`src/rtl/fb_pkg.sv`:
```
// Shared types and helpers for the framebuffer write master.
// Covers the pixel word layout, the FSM state type and the last-address calculation.
package fb_pkg;

    typedef struct packed {
        logic        sof;
        logic [23:0] rgb;
    } pix_word_t;

    typedef enum logic [0:0] {IDLE, WRITE} fbw_state_t;

    localparam logic [3:0] WB_SEL_RGB = 4'b0111;
    localparam int unsigned PIX_W = 25;

    // Byte address of the final pixel of a frame.
    function automatic logic [31:0] last_adr(input int unsigned hdisp, input int unsigned vdisp);
        return 32'(4 * (hdisp * vdisp - 1));
    endfunction

endpackage

```
`src/rtl/fb_writer_if.sv`:
```
// Classic Wishbone write bus between the framebuffer writer and the SDRAM controller.
interface fb_writer_if;

    logic [31:0] adr;
    logic [31:0] dat_ms;
    logic [3:0]  sel;
    logic        we;
    logic [2:0]  cti;
    logic [1:0]  bte;
    logic        cyc;
    logic        stb;
    logic        ack;

    modport master (
        output adr, dat_ms, sel, we, cti, bte, cyc, stb,
        input  ack
    );

    modport slave (
        input  adr, dat_ms, sel, we, cti, bte, cyc, stb,
        output ack
    );

endinterface

```
`src/rtl/fb_writer_sync_fifo.sv`:
```
// Single-clock first-word-fall-through FIFO with push/pop, full, empty and count.
module sync_fifo #(
    parameter int unsigned WIDTH = 25,
    parameter int unsigned AW    = 4
) (
    input  logic             clk,
    input  logic             rst_n,
    input  logic             push,
    input  logic [WIDTH-1:0] din,
    input  logic             pop,
    output logic [WIDTH-1:0] dout,
    output logic             full,
    output logic             empty,
    output logic [AW:0]      count
);

    localparam int unsigned DEPTH = 2 ** AW;
    localparam logic [AW:0] DEPTH_C = DEPTH[AW:0];
    localparam logic [AW:0] ONE_C   = {{AW{1'b0}}, 1'b1};

    logic [WIDTH-1:0] mem_q [DEPTH];
    logic [AW-1:0]    wr_ptr_q;
    logic [AW-1:0]    rd_ptr_q;
    logic [AW:0]      count_q;
    logic             do_push;
    logic             do_pop;

    assign full    = (count_q == DEPTH_C);
    assign empty   = (count_q == '0);
    assign count   = count_q;
    assign dout    = mem_q[rd_ptr_q];
    // A full FIFO still takes a push when the head leaves in the same cycle.
    assign do_push = push && (!full || pop);
    assign do_pop  = pop && !empty;

    always_ff @(posedge clk) begin
        if (!rst_n) begin
            wr_ptr_q <= '0;
            rd_ptr_q <= '0;
            count_q  <= '0;
        end else begin
            if (do_push) wr_ptr_q <= wr_ptr_q + 1'b1;
            if (do_pop)  rd_ptr_q <= rd_ptr_q + 1'b1;
            unique case ({do_push, do_pop})
                2'b10:   count_q <= count_q + ONE_C;
                2'b01:   count_q <= count_q - ONE_C;
                default: count_q <= count_q;
            endcase
        end
    end

    always_ff @(posedge clk) begin
        if (do_push) mem_q[wr_ptr_q] <= din;
    end

endmodule

```
`src/rtl/fb_writer.sv`:
```
// Wishbone write master that streams RGB pixels into the scan-out framebuffer.
// Pixels are queued in a FWFT FIFO and written in short classic-cycle bursts.
module fb_writer
    import fb_pkg::*;
#(
    parameter int unsigned HDISP   = 800,
    parameter int unsigned VDISP   = 480,
    parameter int unsigned FIFO_AW = 4,
    parameter int unsigned BURST   = 16
) (
    input  logic               clk,
    input  logic               rst_n,
    input  logic               pix_valid,
    output logic               pix_ready,
    input  logic [23:0]        pix_rgb,
    input  logic               pix_sof,
    fb_writer_if.master        wb,
    output logic               frame_done,
    output logic               busy
);

    localparam logic [31:0] LAST_ADR = last_adr(HDISP, VDISP);
    localparam int unsigned BW       = $clog2(BURST + 1);
    localparam logic [BW-1:0] BEAT_LAST = BW'(BURST - 1);
    localparam logic [FIFO_AW:0] ONE_C  = {{FIFO_AW{1'b0}}, 1'b1};

    fbw_state_t        state_q, state_d;
    logic [31:0]       adr_q, adr_d;
    logic [BW-1:0]     beat_q, beat_d;
    logic              frame_done_q, frame_done_d;

    pix_word_t         push_word;
    pix_word_t         head;
    logic [PIX_W-1:0]  head_bits;
    logic              fifo_full;
    logic              fifo_empty;
    logic [FIFO_AW:0]  fifo_count;
    logic              push;
    logic              ack_ok;
    logic [31:0]       cur_adr;
    logic              last_word;

    assign push_word = '{sof: pix_sof, rgb: pix_rgb};
    assign pix_ready = !fifo_full;
    assign push      = pix_valid && pix_ready;
    assign ack_ok    = (state_q == WRITE) && wb.ack;
    assign head      = pix_word_t'(head_bits);
    // An sof pixel restarts the frame at address 0 even if the previous frame was incomplete.
    assign cur_adr   = head.sof ? 32'h0 : adr_q;
    // Burst also ends when this pop drains the FIFO with nothing arriving behind it.
    assign last_word = (fifo_count == ONE_C) && !push;

    sync_fifo #(
        .WIDTH (PIX_W),
        .AW    (FIFO_AW)
    ) u_fifo (
        .clk   (clk),
        .rst_n (rst_n),
        .push  (push),
        .din   (push_word),
        .pop   (ack_ok),
        .dout  (head_bits),
        .full  (fifo_full),
        .empty (fifo_empty),
        .count (fifo_count)
    );

    always_comb begin
        state_d      = state_q;
        adr_d        = adr_q;
        beat_d       = beat_q;
        frame_done_d = 1'b0;
        unique case (state_q)
            IDLE: begin
                beat_d = '0;
                if (!fifo_empty) state_d = WRITE;
            end
            WRITE: begin
                if (ack_ok) begin
                    adr_d        = (cur_adr == LAST_ADR) ? 32'h0 : cur_adr + 32'd4;
                    frame_done_d = (cur_adr == LAST_ADR);
                    if ((beat_q == BEAT_LAST) || last_word) begin
                        state_d = IDLE;
                        beat_d  = '0;
                    end else begin
                        beat_d = beat_q + 1'b1;
                    end
                end
            end
            default: state_d = IDLE;
        endcase
    end

    always_ff @(posedge clk) begin
        if (!rst_n) begin
            state_q      <= IDLE;
            adr_q        <= '0;
            beat_q       <= '0;
            frame_done_q <= 1'b0;
        end else begin
            state_q      <= state_d;
            adr_q        <= adr_d;
            beat_q       <= beat_d;
            frame_done_q <= frame_done_d;
        end
    end

    assign wb.cyc     = (state_q == WRITE);
    assign wb.stb     = (state_q == WRITE);
    assign wb.adr     = cur_adr;
    assign wb.dat_ms  = {8'h00, head.rgb};
    assign wb.sel     = WB_SEL_RGB;
    assign wb.we      = 1'b1;
    assign wb.cti     = 3'b000;
    assign wb.bte     = 2'b00;
    assign frame_done = frame_done_q;
    assign busy       = (state_q == WRITE) || !fifo_empty;

endmodule
```
`src/flat_wrapper.sv`:
```
// flat-port wrapper written by rule: the top's interface ports become plain ports
module fb_writer_flat import fb_pkg::*;
#(
    parameter int unsigned HDISP   = 800,
    parameter int unsigned VDISP   = 480,
    parameter int unsigned FIFO_AW = 4,
    parameter int unsigned BURST   = 16
)
  (clk, rst_n, pix_valid, pix_ready, pix_rgb, pix_sof, frame_done, busy, wb_adr, wb_dat_ms, wb_sel, wb_we, wb_cti, wb_bte, wb_cyc, wb_stb, wb_ack);
  fb_writer_if wb_i ();
  input  logic clk;
  input  logic rst_n;
  input  logic pix_valid;
  output logic pix_ready;
  input  logic [23:0] pix_rgb;
  input  logic pix_sof;
  output logic frame_done;
  output logic busy;
  output wire logic [$bits(wb_i.adr)-1:0] wb_adr;
  output wire logic [$bits(wb_i.dat_ms)-1:0] wb_dat_ms;
  output wire logic [$bits(wb_i.sel)-1:0] wb_sel;
  output wire logic [$bits(wb_i.we)-1:0] wb_we;
  output wire logic [$bits(wb_i.cti)-1:0] wb_cti;
  output wire logic [$bits(wb_i.bte)-1:0] wb_bte;
  output wire logic [$bits(wb_i.cyc)-1:0] wb_cyc;
  output wire logic [$bits(wb_i.stb)-1:0] wb_stb;
  input wire logic [$bits(wb_i.ack)-1:0] wb_ack;
  assign wb_adr = wb_i.adr;
  assign wb_dat_ms = wb_i.dat_ms;
  assign wb_sel = wb_i.sel;
  assign wb_we = wb_i.we;
  assign wb_cti = wb_i.cti;
  assign wb_bte = wb_i.bte;
  assign wb_cyc = wb_i.cyc;
  assign wb_stb = wb_i.stb;
  assign wb_i.ack = wb_ack;
  fb_writer #(.HDISP(HDISP), .VDISP(VDISP), .FIFO_AW(FIFO_AW), .BURST(BURST)) u_core (.clk(clk), .rst_n(rst_n), .pix_valid(pix_valid), .pix_ready(pix_ready), .pix_rgb(pix_rgb), .pix_sof(pix_sof), .wb(wb_i), .frame_done(frame_done), .busy(busy));
endmodule
```
`config.mk`:
```
export PLATFORM = sky130hd
export DESIGN_NAME = fb_writer_flat
export DESIGN_NICKNAME = d
export VERILOG_FILES = /design/src/rtl/fb_pkg.sv /design/src/rtl/fb_writer_if.sv /design/src/rtl/fb_writer_sync_fifo.sv /design/src/rtl/fb_writer.sv /design/src/flat_wrapper.sv
export SDC_FILE = /design/constraint.sdc
export NUM_CORES = 1
export LEC_CHECK = 0
export CORE_UTILIZATION = 40
export DETAILED_ROUTE_END_ITERATION = 8
export SLEW_MARGIN = 15
export SYNTH_ARGS = -nofsm -noshare
export SYNTH_HDL_FRONTEND = slang
export SYNTH_HIERARCHICAL = 1
export SYNTH_SLANG_ARGS = --single-unit
export TNS_END_PERCENT = 10
```
`constraint.sdc`:
```
create_clock -name clk -period 6 [get_ports clk]
set_input_delay 1.5 -clock clk [delete_from_list [all_inputs] [get_ports clk]]
set_output_delay 1.5 -clock clk [all_outputs]
set_load 0.01 [all_outputs]
```
==> After elaboration in Yosys (flattened, before gate mapping) <==
Memories as Yosys holds them, arrays and structs flattened. A register that Yosys moved wholly into a read port is not among the register bits.
Cells that the tools add are included.
{ "totals": {"n_memories": 1, "reg_bits": 52, "in_bits": 29, "mem_bits_rw": 400} }
{ "classes": {"muxes": 14, "n_eq_ne": 7, "reduce_logical": 15, "addsub": 6, "bitwise_logic": 1} }
{ "memory_table": {"columns": ["memory", "depth", "width", "read_ports", "rd_clocked_by_memory_dff", "wr", "line", "source"], "rows": [
  ["u_core.u_fifo.mem_q", 16, 25, 1, 1, 1, "fb_writer_sync_fifo.sv:21", "logic [WIDTH-1:0] mem_q [DEPTH];"]
]} }
{ "op_table": {"columns": ["operator", "n"], "rows": [
  ["32-bit two-way mux", 2],
  ["32-bit by 3-bit adder with 32-bit output, second input constant", 1],
  ["32-bit by 21-bit == test with 1-bit output, second input constant", 1],
  ["5-bit case mux with 2 select lines", 2],
  ["5-bit by 1-bit adder with 5-bit output, second input constant", 2],
  ["5-bit two-way mux", 2],
  ["4-bit by 1-bit adder with 4-bit output, second input constant", 2],
  ["4-bit two-way mux", 2],
  ["5-bit by 1-bit == test with 1-bit output, second input constant", 1],
  ["5-bit by 4-bit == test with 1-bit output, second input constant", 1],
  ["5-bit == test, second input constant", 1],
  ["1-bit logical AND", 5],
  ["5-bit logical NOT", 1],
  ["1-bit two-way mux", 5],
  ["5-bit by 1-bit subtractor with 5-bit output, second input constant", 1],
  ["1-bit logical NOT", 3],
  ["1-bit logical OR", 3],
  ["3-bit AND reduction", 1],
  ["2-bit by 1-bit == test with 1-bit output, second input constant", 1],
  ["2-bit == test, second input constant", 1],
  ["2-bit inequality test, second input constant", 1],
  ["1-bit case mux with 2 select lines", 1],
  ["2-bit AND reduction", 1],
  ["2-bit nonzero test", 1],
  ["1-bit NOT", 1]
]} }

==> Logic depth before layout (Yosys ltp) <==
{ "depth": {"depth_word": 9, "mapped_depth": 17} }

==> Hierarchy <==
The synthesis kept the hierarchy.
{ "modules_own_cells": {"columns": ["mod", "cells_per_inst", "seq_area_each_um2", "area_each_um2", "instances"], "rows": [
  ["sync_fifo", 735, 12351.8, 15952.8, 1],
  ["fb_writer", 351, 780.7, 2650.0, 1]
]} }

==> Worst setup path after synthesis <==
Ideal clock, no wire load.
{ "synth_path": {"path_kind": "in2reg", "start": "in wb_ack", "end": "mem u_core.u_fifo.mem_q[7][0], enable pin", "setup_time_ns": 0.470, "required_ns": 5.530, "slack_ns": 0.998, "arrival_ns": 4.532, "cell_stages": 5, "path_cell_list": "buf_2 -> nand2_1 -> inv_2 -> nor3_2 -> nor4_1"} }
{ "synth_between": {"elab_chain_cells": 5} }
{ "synth_lines": {"columns": ["element", "line", "source"], "rows": [
  ["from (decl)", "flat_wrapper.sv:27", "input wire logic [$bits(wb_i.ack)-1:0] wb_ack;"],
  ["1-bit logical AND", "fb_writer.sv:46", "assign ack_ok = (state_q == WRITE) && wb.ack;"],
  ["via u_core.ack_ok", "fb_writer.sv:39", "logic ack_ok;"],
  ["1-bit logical OR", "fb_writer_sync_fifo.sv:33", "assign do_push = push && (!full || pop);"],
  ["1-bit logical AND", "fb_writer_sync_fifo.sv:33", null],
  ["1-bit two-way mux", "fb_writer_sync_fifo.sv:53", "if (do_push) mem_q[wr_ptr_q] <= din;"],
  ["1-bit two-way mux (implied by the code)", "fb_writer_sync_fifo.sv:53", null],
  ["to (decl)", "fb_writer_sync_fifo.sv:21", null]
]} }
The timed path passes the listed nets, and every way through them passes these cells.

==> results.txt <==
Final setup fails: 0
Async SR Flop Fraction: 0
Logic pwr share: 0.129
Post-Syn Area: 18,600 um^2
Post-CTS resize count: 0
Outcome: finished clean
Slew Viols, Final: 0
Main flop type after synthesis: edfxtp_1
Final Hold Fails: 0
Crit share post-route: 0.833
Placed inst area: 20,100 um^2
Tightest Pin Transition: 1180 ps
Crit-path max cell delay: 590 ps
Net Sw Frac: 0.238
DPL Wire Length: 21.7 mm
Setup Fix Bufs, Post-CTS: 0
Layout cells sized above 1: 0.177
Highest-count cells in the layout ignoring fill and taps: edfxtp_1, mux4_2, clkdlybuf4s50_1
RSZ-0062 raised after global routing: false
Crit path time final: 5000 ps
Mux cell area share after synthesis: 0.123
Avg Cell Area, Syn: 17.1 um^2
Die X: 218 um
Critical Path RT: 4500 ps
CTS tree: built
Sequential fraction of the synthesis area: 0.706
Starting density of the core: 0.408
Worst R2R Setup Slack: 1680 ps
P&R area growth vs syn: 16.0%
Vias per cell: 5.53
Number of warnings issued by yosys: 6
Clock buffer count from CTS: 47
Power Internal: 5.65 mW
DRT Wirelength: 40.5 mm
Final #Nets: 1,221
# hold bufs at CTS: 0
Final instance area: 21,600 um^2
Initial antenna violation count: 1
Clk_skew: 34.3 ps
Die Y: 218 um
1st-iter DRT viols: 774
Xor and xnor area share after synthesis: 0.00377
Num Clock Sinks: 456
Mapped Cells: 1,086
Reg power frac: 0.490
Setup TNS: 0 ps
Placed Cells: 1,731
GR Overflow Total: 0
Fmax: 200 MHz
Drt first pass iters: 5
RD Place Congestion: 0.817
Fillcell total: 3,835
Number of flops mapped to enable cells by yosys: 400
Synth unique cells: 64
Flop and latch count out of synthesis: 456
Count of boundary I/O pins: 108
Synth Area in Compound Gates: 0.0503
CORE AREA: 45,600 um^2
Vias in the first global route: 10,300
Power Density: 343 nW/um^2
CTS H-tree depth: 2
Commonest non-fill, non-tap cell in the layout: edfxtp_1
Worst path cell trace: mux4_2, a22oi_1, nand2_2, buf_4, nor2b_1, clkdlybuf4s50_1
Peak supply drop: 0.189 mV
Final ANT Viol Nets: 0
Worst skew pair latency: 590 ps
Routed wire per std cell: 22.3 um
Worst setup EP type: output pin
Util after Layout: 0.474
Worst min path class: flip-flop to flip-flop
Post-route DRC: 0
First-pass GRT wire length: 61.3 mm
Post-Synth Simple-Gate Area: 0.0835
Via count: 10,100
Clock Tree Root: clkbuf_16
Clock-pin slew on the worst setup and hold paths: 60 ps
Layout Cells excl Fill: 1,819
Slowest cell on crit path: clkdlybuf4s50_1
Setup CP Type: flip-flop to output pin
Pin count of the biggest net entering global routing: 42
Max Cap Viol: 0
PortBufs: 89
Synth Area in Adders: 0.00807
Worst-path fanout max: 29
Total GRT Usage: 0.174
Switch Pwr: 1.77 mW
CTS Buffer Depth: 3
Max-slew headroom: 0.212
Full die area: 47,400 um^2
Rows: 78
Crit path launch type: flip-flop
Standby leakage power: 6.74 nW
Critical path arrival: 3500 ps
Power share of the clock group: 0.381
Ant diodes: 0
Main combinational cell family by area after synthesis: multiplexers
==> Yosys cell counts, types with 9 or more instances <==
cell type | n | area share
nor3_1 | 10 | 0.0027
buf_4 | 23 | 0.0093
a22oi_1 | 53 | 0.021
a31oi_1 | 12 | 0.0040
edfxtp_1 | 400 | 0.65
a21oi_1 | 18 | 0.0048
nor2_1 | 33 | 0.0067
buf_2 | 17 | 0.0046
ha_1 | 12 | 0.0081
nor2b_1 | 29 | 0.0098
o21ai_0 | 18 | 0.0048
nand3_1 | 29 | 0.0078
inv_1 | 15 | 0.0030
nand2b_1 | 9 | 0.0030
clkbuf_1 | 32 | 0.0065
mux4_2 | 100 | 0.12
nand4b_1 | 11 | 0.0052
nand4_1 | 14 | 0.0047
nand2_1 | 69 | 0.014
dfxtp_1 | 56 | 0.060
and2_1 | 19 | 0.0064
or3_1 | 9 | 0.0030
o21ai_1 | 9 | 0.0024
==> power groups by stage <==
stage / clock network, mW / logic [mW] / registers (mW)
4_1_cts: 2.90 / 0.976 / 3.63
3_5_place_dp: 0 / 0.973 / 3.70
5_1_grt: 3.01 / 1.04 / 3.64
3_3_place_gp: 0 / 0.966 / 3.69
6_report: 2.83 / 0.959 / 3.63
2_1_floorplan: 0 / 0.673 / 3.67
==> final cells by class <==
| cell class | instances | area, um^2 | area share |
|---|---|---|---|
| multi-input cells | 554 | 5120 | 0.237 |
| inverters | 17 | 63.8 | 0.00296 |
| clock inverters | 24 | 229 | 0.0106 |
| flip-flops and latches | 456 | 13100 | 0.609 |
| clock buffers | 64 | 1280 | 0.0593 |
| repair buffers | 104 | 1000 | 0.0465 |
| well taps | 600 | 751 | 0.0348 |
==> worst paths after layout <==
kind                    start               end  depth (start not counted)
min          u_core/beat_q[3]  u_core/beat_q[3]                          2
min reg2reg  u_core/beat_q[3]  u_core/beat_q[3]                          2
max                 flip-flop         wb_adr[8]                          6
max reg2reg         flip-flop   u_core/adr_q[1]                         11
==> routing by layer <==
layer  global-route usage  part of all wire  wire (um)  vias to the layer above
met5                    0           0.00042         17                        -
met4               0.0451             0.018        741                        2
met3               0.0311             0.056       2260                       52
met2                0.281              0.48      19500                      295
met1                0.243              0.45      18000                     5207
li1                     -                 -          -                     4511
==> registers in the layout (all words and copies together) (netlist names), named ones only <==
register                cells
u_core/beat_q               5
u_core/u_fifo/rd_ptr_q      4
u_core/u_fifo/count         5
u_core/wb.cyc               1
u_core/u_fifo/wr_ptr_q      4
u_core/frame_done           1
u_core/adr_q               32
u_core/u_fifo/mem_q       400
==> metrics by stage <==
stage / worst slack [ps] / hold WS (ps) / total power, mW
detailed placement: 1400 / 458 / 4.67
global route: 806 / 498 / 7.70
CTS: 944 / 467 / 7.50
finish: 1000 / 470 / 7.41
floorplan: 998 / 435 / 4.34
global placement: 1450 / 450 / 4.66
==> cell families after synthesis <==
logic type,after synthesis
AO/OA/AOI/OAI,137
XOR/XNOR,8
adder cells (fa/ha/maj),12
buffers and inverters,92
flip-flops,456
multiplexers,104
other,2
AND/OR/NAND/NOR,275
==> worst max-delay path, delay by kind of cell, from the launching register on <==
| kind | cells | cell delay, ps |
|---|---|---|
| AND/OR/NAND/NOR | 2 | 610 |
| multiplexers | 1 | 550 |
| buffers and inverters | 2 | 960 |
| AO/OA/AOI/OAI | 1 | 240 |
| flip-flops | 1 | 540 |
Note: power is estimated with default switching activity, not from simulation.
